### config.mk
export PLATFORM = sky130hd
export DESIGN_NAME = isp_crop_win
export DESIGN_NICKNAME = d
export VERILOG_FILES = /design/src/rtl/isp_pkg.sv /design/src/rtl/isp_sync_cnt.sv /design/src/rtl/isp_crop_win.sv
export SDC_FILE = /design/constraint.sdc
export NUM_CORES = 1
export LEC_CHECK = 0
export BUFFER_PORTS_ARGS = -buffer_cell sky130_fd_sc_hd__buf_2
export CAP_MARGIN = 10
export CORE_ASPECT_RATIO = 0.7
export CORE_UTILIZATION = 61
export CTS_CLUSTER_DIAMETER = 50
export DETAILED_ROUTE_END_ITERATION = 16
export PLACE_DENSITY = 0.86
export SLEW_MARGIN = 20
export SYNTH_ARGS = -nofsm -noshare
export SYNTH_HDL_FRONTEND = slang
export SYNTH_HIERARCHICAL = 1
export SYNTH_SLANG_ARGS = --single-unit
### constraint.sdc
create_clock -name pclk -period 4.7 [get_ports pclk]
set_input_delay 0.94 -clock pclk [delete_from_list [all_inputs] [get_ports pclk]]
set_output_delay 0.94 -clock pclk [all_outputs]
set_load 0.02 [all_outputs]
### src/rtl/isp_pkg.sv
// Shared definitions for the raw ISP front-end window blocks.
// Holds the crop FSM encoding and the Bayer-phase alignment test.
package isp_pkg;

    typedef enum logic [1:0] {
        ST_IDLE   = 2'd0,
        ST_CROP   = 2'd1,
        ST_BYPASS = 2'd2
    } crop_state_e;

    // An origin or size keeps the Bayer phase only when it is even.
    function automatic logic bayer_even(input logic [31:0] v);
        return ~v[0];
    endfunction

endpackage

### src/rtl/isp_sync_cnt.sv
// Frame-start detection plus saturating pixel/line position counters.
// Reusable by any window-based block (crop, AE/AWB statistics).
module isp_sync_cnt #(
    parameter int CW = 16
) (
    input  logic          pclk,
    input  logic          rst_n,
    input  logic          href_i,
    input  logic          vsync_i,
    output logic          fs_o,
    output logic [CW-1:0] pix_cnt_o,
    output logic [CW-1:0] line_cnt_o
);

    logic          prev_href_q, prev_vsync_q;
    logic [CW-1:0] pix_q, pix_d;
    logic [CW-1:0] line_q, line_d;
    logic          href_rise, line_end;
    logic [CW-1:0] pix_cur;

    assign fs_o      = prev_vsync_q & ~vsync_i;
    assign line_end  = prev_href_q & ~href_i;
    assign href_rise = href_i & ~prev_href_q;

    // Index of the pixel currently on the input; the first pixel of a line is 0.
    assign pix_cur    = href_rise ? '0 : pix_q;
    assign pix_cnt_o  = pix_cur;
    assign line_cnt_o = line_q;

    always_comb begin
        pix_d = pix_q;
        if (href_i)
            pix_d = (pix_cur == '1) ? pix_cur : pix_cur + 1'b1;
    end

    // Frame start takes priority over a coincident line end.
    always_comb begin
        line_d = line_q;
        if (fs_o)
            line_d = '0;
        else if (line_end && line_q != '1)
            line_d = line_q + 1'b1;
    end

    always_ff @(posedge pclk or negedge rst_n) begin
        if (!rst_n) begin
            prev_href_q  <= 1'b0;
            prev_vsync_q <= 1'b0;
            pix_q        <= '0;
            line_q       <= '0;
        end else begin
            prev_href_q  <= href_i;
            prev_vsync_q <= vsync_i;
            pix_q        <= pix_d;
            line_q       <= line_d;
        end
    end

endmodule

### src/rtl/isp_crop_win.sv
// Programmable Bayer-domain crop window with frame-start shadowed config.
// Invalid windows fall back to pass-through and raise cfg_err for the frame.
module isp_crop_win
    import isp_pkg::*;
#(
    parameter int BITS   = 8,
    parameter int WIDTH  = 1280,
    parameter int HEIGHT = 960,
    parameter int CW     = 16
) (
    input  logic            pclk,
    input  logic            rst_n,
    input  logic            enable,
    input  logic [CW-1:0]   crop_x,
    input  logic [CW-1:0]   crop_y,
    input  logic [CW-1:0]   crop_w,
    input  logic [CW-1:0]   crop_h,
    input  logic            in_href,
    input  logic            in_vsync,
    input  logic [BITS-1:0] in_data,
    output logic            out_href,
    output logic            out_vsync,
    output logic [BITS-1:0] out_data,
    output logic            cfg_err
);

    logic          fs;
    logic [CW-1:0] pix_cnt, line_cnt;

    isp_sync_cnt #(.CW(CW)) u_sync (
        .pclk       (pclk),
        .rst_n      (rst_n),
        .href_i     (in_href),
        .vsync_i    (in_vsync),
        .fs_o       (fs),
        .pix_cnt_o  (pix_cnt),
        .line_cnt_o (line_cnt)
    );

    // Window check on the live inputs, with one guard bit so sums cannot wrap.
    logic [CW:0] x_end_in, y_end_in;
    logic        cfg_valid;

    assign x_end_in = {1'b0, crop_x} + {1'b0, crop_w};
    assign y_end_in = {1'b0, crop_y} + {1'b0, crop_h};

    assign cfg_valid = bayer_even(32'(crop_x)) & bayer_even(32'(crop_y)) &
                       bayer_even(32'(crop_w)) & bayer_even(32'(crop_h)) &
                       (crop_w != '0) & (crop_h != '0) &
                       (x_end_in <= (CW+1)'(WIDTH)) &
                       (y_end_in <= (CW+1)'(HEIGHT));

    // Shadow window; the enable half of the config lives in the FSM state.
    logic [CW-1:0] sx_q, sy_q, sw_q, sh_q;

    always_ff @(posedge pclk or negedge rst_n) begin
        if (!rst_n) begin
            sx_q <= '0;
            sy_q <= '0;
            sw_q <= '0;
            sh_q <= '0;
        end else if (fs) begin
            sx_q <= crop_x;
            sy_q <= crop_y;
            sw_q <= crop_w;
            sh_q <= crop_h;
        end
    end

    logic [CW:0] x_end_q, y_end_q;
    logic        inwin;

    assign x_end_q = {1'b0, sx_q} + {1'b0, sw_q};
    assign y_end_q = {1'b0, sy_q} + {1'b0, sh_q};

    assign inwin = ({1'b0, pix_cnt}  >= {1'b0, sx_q}) && ({1'b0, pix_cnt}  < x_end_q) &&
                   ({1'b0, line_cnt} >= {1'b0, sy_q}) && ({1'b0, line_cnt} < y_end_q);

    crop_state_e state_q, state_d;
    logic        cfg_err_q, cfg_err_d;
    logic        href_d;

    always_comb begin
        state_d   = state_q;
        cfg_err_d = cfg_err_q;
        href_d    = 1'b0;
        case (state_q)
            ST_CROP:   href_d = in_href & inwin;
            ST_BYPASS: href_d = in_href;
            default:   href_d = 1'b0;
        endcase
        if (fs) begin
            state_d   = (enable && cfg_valid) ? ST_CROP : ST_BYPASS;
            cfg_err_d = enable & ~cfg_valid;
        end
    end

    logic            out_href_q, out_vsync_q;
    logic [BITS-1:0] out_data_q;

    always_ff @(posedge pclk or negedge rst_n) begin
        if (!rst_n) begin
            state_q     <= ST_IDLE;
            cfg_err_q   <= 1'b0;
            out_href_q  <= 1'b0;
            out_vsync_q <= 1'b0;
            out_data_q  <= '0;
        end else begin
            state_q     <= state_d;
            cfg_err_q   <= cfg_err_d;
            out_href_q  <= href_d;
            out_vsync_q <= in_vsync;
            out_data_q  <= href_d ? in_data : '0;
        end
    end

    assign out_href  = out_href_q;
    assign out_vsync = out_vsync_q;
    assign out_data  = out_data_q;
    assign cfg_err   = cfg_err_q;

endmodule

### Yosys cells after proc, flatten, opt, wreduce, memory -nomap -nowiden

Index checks and enable logic that the tools add are counted.

| word-level totals | value |
|---|---|
| flip-flop bits (word level) | 110 |
| word-level logic and storage cells | 63 |
| output and inout port bits | 11 |
| input bits | 77 |

| cells by class | value |
|---|---|
| mux-type cells | 7 |
| equality and inequality tests | 4 |
| bitwise logic cells | 20 |
| order comparisons | 6 |
| reductions and logical operators | 8 |
| add/sub/neg operators | 6 |

Operators by type and width:

| operator | number |
|---|---|
| $add A16 B16 Y17 | 4 |
| $mux W16 | 4 |
| $lt A16 B17 Y1 | 2 |
| $add A16 B1 Y16 const B | 2 |
| $ge A16 B16 Y1 | 2 |
| $reduce_bool A16 Y1 | 2 |
| $le A17 B10 Y1 const B | 1 |
| $le A17 B11 Y1 const B | 1 |
| $eq A16 B16 Y1 const B | 1 |
| $ne A16 B16 Y1 const B | 1 |
| $and A1 B1 Y1 | 12 |
| $mux W8 | 1 |
| $not A1 Y1 | 8 |
| $logic_and A1 B1 Y1 | 5 |
| $eq A2 B1 Y1 const B | 1 |
| $eq A2 B2 Y1 const B | 1 |
| $mux W2 | 1 |
| $pmux W1 S2 | 1 |
| $reduce_bool A2 Y1 | 1 |

### Longest topological paths before layout

Gate-level depths: netlist (run 1).

| logic depth | value |
|---|---|
| word-level depth | 10 |
| depth in mapped cells | 17 |
| mapped depth without buffers | 17 |

### By module

The synthesis (run 1) kept the hierarchy.

By module, submodules not included:

| module | instances | seq. area each (sq um) | area an instance (sq um) | cells each |
|---|---|---|---|---|
| isp_crop_win | 1 | 1926.8 | 7205.7 | 785 |
| isp_sync_cnt | 1 | 850.8 | 1858.0 | 194 |

### Worst setup path after synthesis (run 1)

No wires, ideal clock.

| timing | value |
|---|---|
| path kind | register to register |
| start point | reg sx_q[0] |
| end point | reg out_data_q[0], in the netlist out_data[0] |
| stages on the path, launching flop included | 18 |
| period minus slack after synthesis | 3.679 ns |
| slack | 1.021 ns |
| setup time | 0.144 ns |
| data arrival time | 3.536 ns |
| buffers on the path | 0 |
| data required time | 4.556 ns |
| cell sequence | dfrtp_1 -> ha_1 -> fa_1 -> a211oi_1 -> o21a_1 -> o31ai_1 -> o41ai_1 -> nor2b_1 -> o21ai_0 -> nand2_1 -> xnor2_1 -> ha_1 -> and4_1 -> o21ai_0 -> nor3_1 -> a21oi_1 -> o31ai_4 -> nor3b_1 |

| between the ends | value |
|---|---|
| word-level cells in the longest chain between the ends | 8 |
| elaborated cells between the ends (all ways) | 9 |
| those cells by class | 1 x add/sub; 2 x order compare; 2 x mux; 1 x bitwise; 3 x reduce/logical |

Ends and longest elaborated chain:

| item | RTL line | RTL |
|---|---|---|
| start: declaration | isp_crop_win.sv:54 | `logic [CW-1:0] sx_q, sy_q, sw_q, sh_q;` |
| start signal: assignment | isp_crop_win.sv:63 | `sx_q <= crop_x;` |
| $add A16 B16 Y17 | isp_crop_win.sv:73 | `assign x_end_q = {1'b0, sx_q} + {1'b0, sw_q};` |
| $lt A16 B17 Y1 | isp_crop_win.sv:76 | `assign inwin = ({1'b0, pix_cnt} >= {1'b0, sx_q}) && ({1'b0, pix_cnt} < x_end_q) &&` |
| $logic_and A1 B1 Y1 * (2 in series) | isp_crop_win.sv:76 |  |
| $logic_and A1 B1 Y1 * | isp_crop_win.sv:77 | `({1'b0, line_cnt} >= {1'b0, sy_q}) && ({1'b0, line_cnt} < y_end_q);` |
| $and A1 B1 Y1 * | isp_crop_win.sv:88 | `ST_CROP: href_d = in_href & inwin;` |
| $pmux W1 S2 * | isp_crop_win.sv:87 | `case (state_q)` |
| $mux W8 * | isp_crop_win.sv:113 | `out_data_q <= href_d ? in_data : '0;` |
| end signal: assignment | isp_crop_win.sv:113 |  |
| end: declaration | isp_crop_win.sv:99 | `logic [BITS-1:0] out_data_q;` |

Mark *: on every way between the ends. The rest lies on a longest branch, timed or not.
A chain may end at the register's enable or synchronous reset.

### Final worst setup path (run 1)

| timing | value |
|---|---|
| start point | reg sx_q[0] |
| end point | reg out_data_q[2], in the netlist out_data[2] |

The elaborated chain is that of the path after synthesis.

==> flow_metrics.env, run 1 <==
export IMPL_status="complete, no violations"
export IMPL_arrival_ns=4.60
export IMPL_synth_seq_cells=111
export IMPL_leakage_nw=4.924
export IMPL_worstReg2RegEnd="out_data[2]$_DFF_PN0_"
export IMPL_r2r_start="sx_q[0]$_DFFE_PN0P_"
export IMPL_hold_class="input port to asynchronous set/reset pin"
export IMPL_async_flop_share=1.000
export IMPL_synth_warnings=6
export IMPL_grt_max_degree=80
export IMPL_cts_resized_gates=0
export IMPL_drive_gt1_frac=0.1536
export IMPL_layout_commonest_cell="ha_1"
export IMPL_critical_path_startpoint_type="register"
export IMPL_fmax_ghz=0.2274
export IMPL_ir_worst_vdd_mv=0.2721
export IMPL_end_kind="register"
export IMPL_layout_common_cells="130 x ha_1, 111 x dfrtp_1, 86 x buf_2"
export IMPL_synth_nets=1190
export IMPL_setup_violations=0
export IMPL_numPortBuffers=87
export IMPL_drt_wl_total_mm=23.15
export IMPL_worst_pin_slew_ns=0.9171
export IMPL_coreArea_sq_mm=0.01419
export IMPL_clk_pin_slew_ns=0.08
export IMPL_synth_cell_types=69
export IMPL_cp_required_ns=4.91
export IMPL_syn_area_sq_mm=0.009064
export IMPL_die_h_microns=104.0
export IMPL_initial_core_util=0.6388
export IMPL_cts_tree="done"
export IMPL_h_tree_depth=3
export IMPL_cp_slowest_cell="o31ai_4"
export IMPL_dp_slack_ns=0.3773
export IMPL_path_max_fanout=9
export IMPL_drtPass1Iterations=5
export IMPL_cts_buffers=9
export IMPL_die_x_microns=147.7
export IMPL_crit_buf_inv=0
export IMPL_gr_max_usage_layer="met1"
export IMPL_setup_ws_ns=0.3024
export IMPL_io_pins=88
export IMPL_rsz0062_at_grt="false"
export IMPL_worstSetupPathType="register to register"
export IMPL_hold_buffers=0
export IMPL_track_usage=0.3134
export IMPL_slew_headroom=0.3728
export IMPL_cts_setup_buffers=0
export IMPL_antenna_found_initial=0
export IMPL_period_needed_ns=4.398
export IMPL_hold_viol=0
export IMPL_finClkSkew_ns=0.01160
export IMPL_reg2reg_slack_ns=0.30
export IMPL_globalRouteMet1Util=0.4976
export IMPL_setup_tns_ns=0
export IMPL_synthFlopType="dfrtp_1"
export IMPL_clk_insertion_delay_late_ns=0.36
export IMPL_power_density_mw_per_mm2=317.2
export IMPL_cpPeakStageDelay_ns=0.51
export IMPL_avgSynthCellArea_sq_um=9.258
export IMPL_postRouteAntennaNets=0
export IMPL_synth_edff_count=0
export IMPL_grt_overflow_total=0
export IMPL_cts_root_buf="clkbuf_16"
export IMPL_synthCells=979
export IMPL_maxCapViolCount=0
export IMPL_yosysSeqAreaShare=0.3065
export IMPL_grtUsageMet3=0.05658
export IMPL_maxSlewViolCount=0
export IMPL_rows=36
export IMPL_die_area_sq_mm=0.01536
export IMPL_cp_top_family="compound AO/OA/AOI/OAI gates"
export IMPL_diodes=0
export IMPL_drcViolationCount=0
export IMPL_cts_sinks=111
export IMPL_area_growth_pct=10.52
export IMPL_grt_pass1_vias=7475
export IMPL_drt_iter0_drc=788
export IMPL_cp_cell_sequence="ha_1 -> fa_1 -> a211oi_1 -> o21a_1 -> o31ai_1 -> o41ai_1 -> nor2b_1 -> o21ai_0 -> nand2_1 -> xnor2_1 -> ha_1 -> and4_1 -> o21ai_0 -> nor3_1 -> a21oi_1 -> o31ai_4 -> nor3b_1"
export IMPL_gp_congestion=0.8968
export IMPL_viasPerCell=6.293
export IMPL_via_count=7917
export IMPL_hpwl_mm=18.30
export IMPL_grt_met2_usage=0.4319
export IMPL_avgRoutedWirePerCell_microns=18.40
export IMPL_grt_pass1_wl_mm=38.43
export IMPL_worst_r2r_path_depth=17
export IMPL_finalCritPeriodShare=0.9357
export IMPL_clk_path_buf_depth=2
export IMPL_nets=1274
## layer usage
| metal | wire length (microns) | share of wire |
|---|---|---|
| met4 | 291 | 0.013 |
| met1 | 11470 | 0.50 |
| met5 | 0 | 0 |
| met3 | 1931 | 0.083 |
| met2 | 9456 | 0.41 |
## synthesized netlist by cell type, types with 5 or more instances
cell type / n / area [sq um]
ha_1: 130 / 1627
dfrtp_1: 111 / 2778
nand2_1: 75 / 281.5
o21ai_0: 71 / 355.3
inv_1: 57 / 214.0
nor2_1: 54 / 202.7
a21oi_1: 53 / 265.3
mux2_2: 37 / 416.7
xor2_1: 33 / 289.0
a21o_1: 29 / 217.7
nand3_1: 24 / 120.1
nor3_1: 22 / 110.1
o21a_1: 22 / 165.2
and2_1: 21 / 131.4
xnor2_1: 21 / 183.9
and3_1: 16 / 100.1
a211oi_1: 15 / 112.6
clkbuf_1: 15 / 56.30
nand4_1: 14 / 87.58
nor2b_1: 12 / 75.07
nand2b_1: 11 / 68.82
nor4_1: 10 / 62.56
o211ai_1: 10 / 75.07
a211o_1: 8 / 70.07
a31oi_1: 8 / 50.05
and4_1: 8 / 70.07
nor3b_1: 8 / 60.06
o31ai_1: 7 / 52.55
o31a_1: 6 / 52.55
or3_1: 6 / 37.54
o21bai_1: 5 / 37.54
## flip-flops by register name, indices dropped and copies added, names as in the netlist
signal	count
sh_q	16
u_sync/prev_href_q	1
u_sync/prev_vsync_q	1
out_vsync	1
u_sync/line_cnt_o	16
sw_q	16
out_data	8
out_href	1
sy_q	16
sx_q	16
u_sync/pix_q	16
cfg_err	1
state_q	2
## power by group
part | switching, mW | total, mW | internal (mW)
logic | 0.687 | 1.22 | 0.531
registers | 0.0823 | 1.14 | 1.06
clock network | 0.392 | 0.820 | 0.428
## per-stage QoR
step                      std cells  instance area, sq um  power [mW]  hold slack, ns    util
after floorplan                 979                  9064       2.006          0.4746       -
final                          1258                 10020       3.177          0.5224  0.7060
after CTS                      1258                 10020       3.170          0.5230  0.7060
after detailed placement       1242                  9704       2.339          0.5056  0.6840
after global placement         1242                  9704       2.287          0.4949  0.6840
after global routing           1258                 10020       3.377          0.5329  0.7060
## final cells by class
type / count / area, sq um
clock inverter: 7 / 87.58
sequential: 111 / 2778
timing repair buffer: 91 / 467.9
multi-input combinational: 793 / 6007
tap: 190 / 237.7
inverter: 57 / 214.0
fill: 1078 / 4172
clock buffer: 9 / 225.2
## worst max path at each step
stage	cells past startpoint	slack, ns	start	to
finish	17	0.30	sx_q[0]$_DFFE_PN0P_	out_data[2]$_DFF_PN0_
global route	17	0.09	sx_q[0]$_DFFE_PN0P_	out_data[2]$_DFF_PN0_
CTS	17	0.36	sx_q[0]$_DFFE_PN0P_	out_data[2]$_DFF_PN0_
detailed placement	17	0.38	sx_q[0]$_DFFE_PN0P_	out_data[2]$_DFF_PN0_
global placement	17	0.58	sx_q[0]$_DFFE_PN0P_	out_data[1]$_DFF_PN0_
floorplan	17	1.02	sx_q[0]$_DFFE_PN0P_	out_data[0]$_DFF_PN0_
## kinds of logic (layout without fill, tap and decap cells)
kind of cell               count (synthesis)  after routing  share of synthesized area
adders and majority gates                134            134                     0.1883
AOI/OAI and AO/OA                        267            267                     0.1981
and+or+nand+nor                          297            297                     0.1730
buffers and inverters                     75            164                    0.03161
xor gates and xnor gates                  54             54                    0.05218
muxes                                     41             41                    0.05039
DFF                                      111            111                     0.3065
(Power assumes the default switching activity.)
==> run 2: changes to the inputs <==
--- a/config.mk
+++ b/config.mk
@@ -8,10 +8,11 @@
 export BUFFER_PORTS_ARGS = -buffer_cell sky130_fd_sc_hd__buf_2
 export CAP_MARGIN = 10
 export CORE_ASPECT_RATIO = 0.7
-export CORE_UTILIZATION = 61
+export CORE_UTILIZATION = 65
 export CTS_CLUSTER_DIAMETER = 50
 export DETAILED_ROUTE_END_ITERATION = 16
-export PLACE_DENSITY = 0.86
+export PLACE_DENSITY = 0.9
+export RECOVER_POWER = 100
 export SLEW_MARGIN = 20
 export SYNTH_ARGS = -nofsm -noshare
 export SYNTH_HDL_FRONTEND = slang
==> constraint.sdc (replaced) <==
create_clock -name pclk -period 5.42 [get_ports pclk]
set_input_delay 1.084 -clock pclk [delete_from_list [all_inputs] [get_ports pclk]]
set_output_delay 1.084 -clock pclk [all_outputs]
set_load 0.02 [all_outputs]
==> flow_metrics.env, run 2 (synthesized netlist as in run 1, its figures left out) <==
export IMPL_cp_required_ns=5.61
export IMPL_dr_wl_met3_mm=2.381
export IMPL_clk_pin_slew_ns=0.08
export IMPL_finClkSkew_ns=0.01090
export IMPL_cts_root_buf="clkbuf_16"
export IMPL_maxSlewViolCount=114
export IMPL_hold_class="register to register"
export IMPL_clk_insertion_delay_late_ns=0.37
export IMPL_cts_tree="done"
export IMPL_setup_tns_ns=0
export IMPL_rows=35
export IMPL_path_max_fanout=9
export IMPL_violations="max-capacitance violations, max-slew violations"
export IMPL_cts_buffers=9
export IMPL_h_tree_depth=3
export IMPL_fmax_ghz=0.2263
export IMPL_hpwl_mm=18.64
export IMPL_period_needed_ns=4.419
export IMPL_power_density_mw_per_mm2=275.2
export IMPL_worstSetupPathType="register to register"
export IMPL_grt_max_degree=71
export IMPL_via_count=8127
export IMPL_io_pins=88
export IMPL_drt_wl_total_mm=24.19
export IMPL_drive_gt1_frac=0.1303
export IMPL_slew_headroom=-0.9803
export IMPL_diodes=0
export IMPL_finalCritPeriodShare=0.8152
export IMPL_grt_pass1_wl_mm=39.89
export IMPL_wl_met1_mm=11.16
export IMPL_numPortBuffers=87
export IMPL_critical_path_startpoint_type="register"
export IMPL_postRouteAntennaNets=0
export IMPL_cts_resized_gates=0
export IMPL_wl_met2_mm=10.22
export IMPL_drtPass1Iterations=7
export IMPL_area_growth_pct=9.525
export IMPL_dp_cells=1236
export IMPL_clk_path_buf_depth=2
export IMPL_hold_viol=0
export IMPL_die_x_microns=143.1
export IMPL_initial_core_util=0.6764
export IMPL_status="finished, violations left"
export IMPL_setup_violations=0
export IMPL_viasPerCell=6.491
export IMPL_stdcell_count=1252
export IMPL_avgRoutedWirePerCell_microns=19.32
export IMPL_coreArea_sq_mm=0.01340
export IMPL_dr_max_layer_used="met4"
export IMPL_layout_commonest_cell="ha_1"
export IMPL_grt_pass1_vias=7836
export IMPL_ir_worst_vdd_mv=0.2076
export IMPL_antenna_found_initial=0
export IMPL_arrival_ns=4.61
export IMPL_die_h_microns=100.8
export IMPL_hold_buffers=0
export IMPL_grt_overflow_total=0
export IMPL_track_usage=0.3572
export IMPL_seq_area_sq_mm=0.002778
export IMPL_end_kind="register"
export IMPL_die_area_sq_mm=0.01443
export IMPL_leakage_nw=4.841
export IMPL_maxCapViolCount=2
export IMPL_nets=1273
export IMPL_layout_common_cells="130 x ha_1, 111 x dfrtp_1, 75 x nand2_1"
export IMPL_drt_iter0_drc=940
export IMPL_cts_sinks=111
export IMPL_rsz0062_at_grt="false"
export IMPL_drcViolationCount=0
export IMPL_cts_setup_buffers=0
export IMPL_gp_congestion=0.9622
export IMPL_multiInputGateArea_sq_mm=0.005979
export IMPL_fillers=1009
export IMPL_worst_pin_slew_ns=2.970
[run 2: final cells by class]
| cell class | instances | area share |
|---|---|---|
| clock inverter | 7 | 0.006428 |
| multi-input combinational | 793 | 0.6023 |
| inverter | 57 | 0.02155 |
| tap | 185 | 0.02332 |
| clock buffer | 9 | 0.02269 |
| sequential | 111 | 0.2798 |
| timing repair buffer | 90 | 0.04386 |
[run 2: critical path, cell delays in order (launching register included)]
cell,delay (ns)
dfrtp_1,0.48
ha_1,0.26
inv_1,0.07
fa_1,0.20
nor2b_1,0.08
o31a_1,0.27
o21ai_0,0.31
nand2b_1,0.12
xnor2_1,0.14
ha_1,0.30
and4_1,0.21
o211ai_1,0.09
o21ai_0,0.20
a41o_1,0.21
a2111oi_0,0.10
a211oi_1,1.07
nor3b_1,0.15
[run 2: final timing paths]
| kind | startpoint | end | slack (ns) | depth (start not counted) |
|---|---|---|---|---|
| max in group asynchronous | rst_n | sy_q[9]$_DFFE_PN0P_ | 1.94 | 2 |
| hold reg to reg | sw_q[14]$_DFFE_PN0P_ | sw_q[14]$_DFFE_PN0P_ | 0.52 | 1 |
| setup reg to reg | sy_q[0]$_DFFE_PN0P_ | out_data[1]$_DFF_PN0_ | 1.00 | 16 |
| hold / removal | sw_q[14]$_DFFE_PN0P_ | sw_q[14]$_DFFE_PN0P_ | 0.52 | 1 |
| setup / recovery | sy_q[0]$_DFFE_PN0P_ | out_data[1]$_DFF_PN0_ | 1.00 | 16 |
| min in group asynchronous | rst_n | sw_q[3]$_DFFE_PN0P_ | 0.86 | 1 |
[run 2: power by group]
| part | internal [mW] | switching (mW) |
|---|---|---|
| sequential | 0.916 | 0.0777 |
| combinational | 0.460 | 0.608 |
| clock | 0.323 | 0.347 |
| total | 1.70 | 1.03 |
[run 2: layer usage]
layer / GRT usage / up-vias
li1: - / 3784
met1: 0.5258 / 3872
met2: 0.5295 / 417
met3: 0.07553 / 54
met4: 0.09595 / 0
met5: 0 / -
[run 2: per-stage QoR]
step | power (mW) | hold slack (ns) | instance area (sq um) | utilization | setup slack (ns)
6_report | 2.732 | 0.5185 | 9927 | 0.7408 | 1.001
5_1_grt | 2.890 | 0.5447 | 9927 | 0.7408 | 0.6672
4_1_cts | 2.712 | 0.5201 | 9980 | 0.7447 | 1.177
3_5_place_dp | 2.036 | 0.5010 | 9691 | 0.7232 | 1.203
3_3_place_gp | 1.979 | 0.4950 | 9691 | 0.7232 | 1.323
2_1_floorplan | 1.740 | 0.4746 | 9064 | - | 1.741
==> run 3: changes to the inputs <==
--- a/config.mk
+++ b/config.mk
@@ -5,13 +5,14 @@
 export SDC_FILE = /design/constraint.sdc
 export NUM_CORES = 1
 export LEC_CHECK = 0
+export ABC_AREA = 1
 export BUFFER_PORTS_ARGS = -buffer_cell sky130_fd_sc_hd__buf_2
 export CAP_MARGIN = 10
 export CORE_ASPECT_RATIO = 0.7
-export CORE_UTILIZATION = 65
+export CORE_UTILIZATION = 62
 export CTS_CLUSTER_DIAMETER = 50
 export DETAILED_ROUTE_END_ITERATION = 16
-export PLACE_DENSITY = 0.9
+export PLACE_DENSITY = 0.86
 export RECOVER_POWER = 100
 export SLEW_MARGIN = 20
 export SYNTH_ARGS = -nofsm -noshare
==> constraint.sdc (replaced) <==
create_clock -name pclk -period 4.2 [get_ports pclk]
set_input_delay 0.84 -clock pclk [delete_from_list [all_inputs] [get_ports pclk]]
set_output_delay 0.84 -clock pclk [all_outputs]
set_load 0.02 [all_outputs]
==> flow_metrics.env, run 3 <==
export IMPL_rows=39
export IMPL_setup_violations=0
export IMPL_area_growth_pct=8.065
export IMPL_drt_iter0_drc=745
export IMPL_antenna_found_initial=0
export IMPL_cp_slowest_cell="dfrtp_1"
export IMPL_setup_ws_ns=0.5669
export IMPL_violations="max-capacitance violations, max-slew violations"
export IMPL_ir_worst_vdd_mv=0.2116
export IMPL_die_x_microns=156.3
export IMPL_hold_buffers=0
export IMPL_worstSetupPathType="register to register"
export IMPL_maxCapViolCount=2
export IMPL_clk_path_buf_depth=2
export IMPL_stdcell_count=1814
export IMPL_cts_resized_gates=0
export IMPL_dp_cells=1798
export IMPL_crit_top_cell="nand2_1"
export IMPL_gp_congestion=0.9131
export IMPL_end_kind="register"
export IMPL_yosysSeqAreaShare=0.2688
export IMPL_maxSlewViolCount=169
export IMPL_postRouteAntennaNets=0
export IMPL_design_area_sq_mm=0.01117
export IMPL_drtPass1Iterations=5
export IMPL_synth_nets=1717
export IMPL_h_tree_depth=3
export IMPL_status="finished, violations left"
export IMPL_diodes=0
export IMPL_grt_pass1_vias=8758
export IMPL_async_flop_share=1.000
export IMPL_synthFlopType="dfrtp_1"
export IMPL_hold_slack_ns=0.4877
export IMPL_grt_overflow_total=0
export IMPL_setup_tns_ns=0
export IMPL_placed_cell_area_sq_mm=0.01097
export IMPL_clk_insertion_delay_late_ns=0.37
export IMPL_finalPower_mw=3.573
export IMPL_slew_headroom=-0.2542
export IMPL_track_usage=0.3021
export IMPL_fillers=1422
export IMPL_synth_warnings=6
export IMPL_cts_buffers=9
export IMPL_nets=1795
export IMPL_drive_gt1_frac=0.1064
export IMPL_grt_max_degree=95
export IMPL_cts_setup_buffers=0
export IMPL_synthTopCellsByCount="502 x nand2_1, 195 x inv_1, 130 x ha_1"
export IMPL_path_max_fanout=9
export IMPL_initial_core_util=0.6340
export IMPL_die_area_sq_mm=0.01719
export IMPL_synth_cell_types=44
export IMPL_power_density_mw_per_mm2=320.0
export IMPL_synth_area_leaders="dfrtp_1 27%, nand2_1 18%, ha_1 16%, inv_1 7.1%, nand3_1 4.4%"
export IMPL_rsz0062_at_grt="false"
export IMPL_synth_seq_cells=111
export IMPL_layout_commonest_cell="nand2_1"
export IMPL_synthCells=1506
export IMPL_cts_tree="done"
export IMPL_drt_wl_total_mm=24.99
export IMPL_synth_edff_count=0
export IMPL_yosys_area_top_type="dfrtp_1"
export IMPL_numPortBuffers=87
export IMPL_layout_common_cells="505 x nand2_1, 198 x inv_1, 130 x ha_1"
export IMPL_syn_area_sq_mm=0.01033
export IMPL_coreArea_sq_mm=0.01630
export IMPL_cp_cell_sequence="ha_1 -> inv_1 -> fa_1 -> o21ai_0 -> a21boi_1 -> o21ai_2 -> inv_1 -> nor3_2 -> nor2_1 -> xor2_1 -> ha_1 -> inv_1 -> o31a_1 -> nand2_1 -> nand2_1 -> nand2_1 -> nand2_1 -> nand2_1 -> nand2_1 -> nand3_1 -> nand2_1 -> nand2_4 -> nor2_1"
export IMPL_yosysMostFrequentCell="nand2_1"
export IMPL_die_h_microns=110.0
export IMPL_leakage_nw=6.279
export IMPL_hold_viol=0
export IMPL_fmax_ghz=0.2752
export IMPL_drcViolationCount=0
export IMPL_clk_pin_slew_ns=0.08
export IMPL_io_pins=88
export IMPL_crit_buf_inv=3
export IMPL_grt_pass1_wl_mm=41.06
export IMPL_avgSynthCellArea_sq_um=6.861
export IMPL_cts_root_buf="clkbuf_16"
export IMPL_critical_path_startpoint_type="register"
export IMPL_cts_sinks=111
export IMPL_worst_pin_slew_ns=1.881
export IMPL_arrival_ns=3.88
export IMPL_via_count=9877
export IMPL_cpPeakStageDelay_ns=0.40
export IMPL_hpwl_mm=19.89
export IMPL_cp_required_ns=4.44
export IMPL_finalCritPeriodShare=0.8650
export IMPL_hold_class="register to register"
export IMPL_period_needed_ns=3.633
export IMPL_dp_slack_ns=0.7597
export IMPL_finClkSkew_ns=0.01206
export IMPL_viasPerCell=5.445
export IMPL_synth_top_cell_area_share=0.2688
export IMPL_final_core_util=0.6851
export IMPL_cp_top_family="simple AND/OR/NAND/NOR gates"
export IMPL_avgRoutedWirePerCell_microns=13.77
-- run 3: changes by cell type in the layout (fill, tap and decap cells not counted), sizes merged, moves of 22 or more --
cell   previous run  this run
nand2            75       523
mux2             37         0
nand3            24       103
o21a             22         0
nor2             54       132
inv              61       212
-- run 3: cell type report --
cell class / count / area [sq um] / share of cell area
clock inverter: 6 / 58.81 / 0.005267
inverter: 210 / 789.5 / 0.07071
clock buffer: 10 / 239.0 / 0.02140
sequential: 111 / 2778 / 0.2488
tap: 225 / 281.5 / 0.02521
timing repair buffer: 89 / 444.2 / 0.03978
multi-input combinational: 1163 / 6575 / 0.5889
-- run 3: metal layers --
layer,global-route usage,part of all wire,vias up
li1,-,-,4994
met1,0.4553,0.50,4458
met2,0.4448,0.41,385
met3,0.05317,0.080,40
met4,0.07563,0.018,0
met5,0,0,-
-- run 3: worst register-to-register path: stages, from the launching register on --
cell and delay, ns:
dfrtp_1 0.40, ha_1 0.23, inv_1 0.07, fa_1 0.40, o21ai_0 0.28, a21boi_1 0.15
o21ai_2 0.19, inv_1 0.08, nor3_2 0.11, nor2_1 0.08, xor2_1 0.15, ha_1 0.30
inv_1 0.05, o31a_1 0.26, nand2_1 0.06, nand2_1 0.05, nand2_1 0.06, nand2_1 0.07
nand2_1 0.06, nand2_1 0.05, nand3_1 0.07, nand2_1 0.09, nand2_4 0.16, nor2_1 0.07
-- run 3: cells by family after synthesis --
logic type                 share of synthesized area
and+or+nand+nor                               0.3388
buffers and inverters                        0.08840
xor gates and xnor gates                     0.04069
AOI/OAI and AO/OA                            0.09809
DFF                                           0.2688
adders and majority gates                     0.1652
-- run 3: path summary, 6_finish.rpt --
check | slack, ns | startpoint | depth (start not counted) | end
max | 0.57 | sy_q[0]$_DFFE_PN0P_ | 23 | out_data[0]$_DFF_PN0_
min | 0.49 | sw_q[3]$_DFFE_PN0P_ | 2 | sw_q[3]$_DFFE_PN0P_
max reg2reg | 0.57 | sy_q[0]$_DFFE_PN0P_ | 23 | out_data[0]$_DFF_PN0_
min reg2reg | 0.49 | sw_q[3]$_DFFE_PN0P_ | 2 | sw_q[3]$_DFFE_PN0P_
max in group asynchronous | 2.08 | rst_n | 1 | u_sync/pix_q[13]$_DFFE_PN0P_
min in group asynchronous | 0.95 | rst_n | 1 | u_sync/line_cnt_o[2]$_DFFE_PN0P_
-- run 3: where the power goes --
| group | switching (mW) | internal [mW] | total, mW |
|---|---|---|---|
| registers | 0.102 | 1.18 | 1.28 |
| clock network | 0.428 | 0.435 | 0.863 |
| logic | 0.893 | 0.536 | 1.43 |
| total | 1.42 | 2.15 | 3.57 |
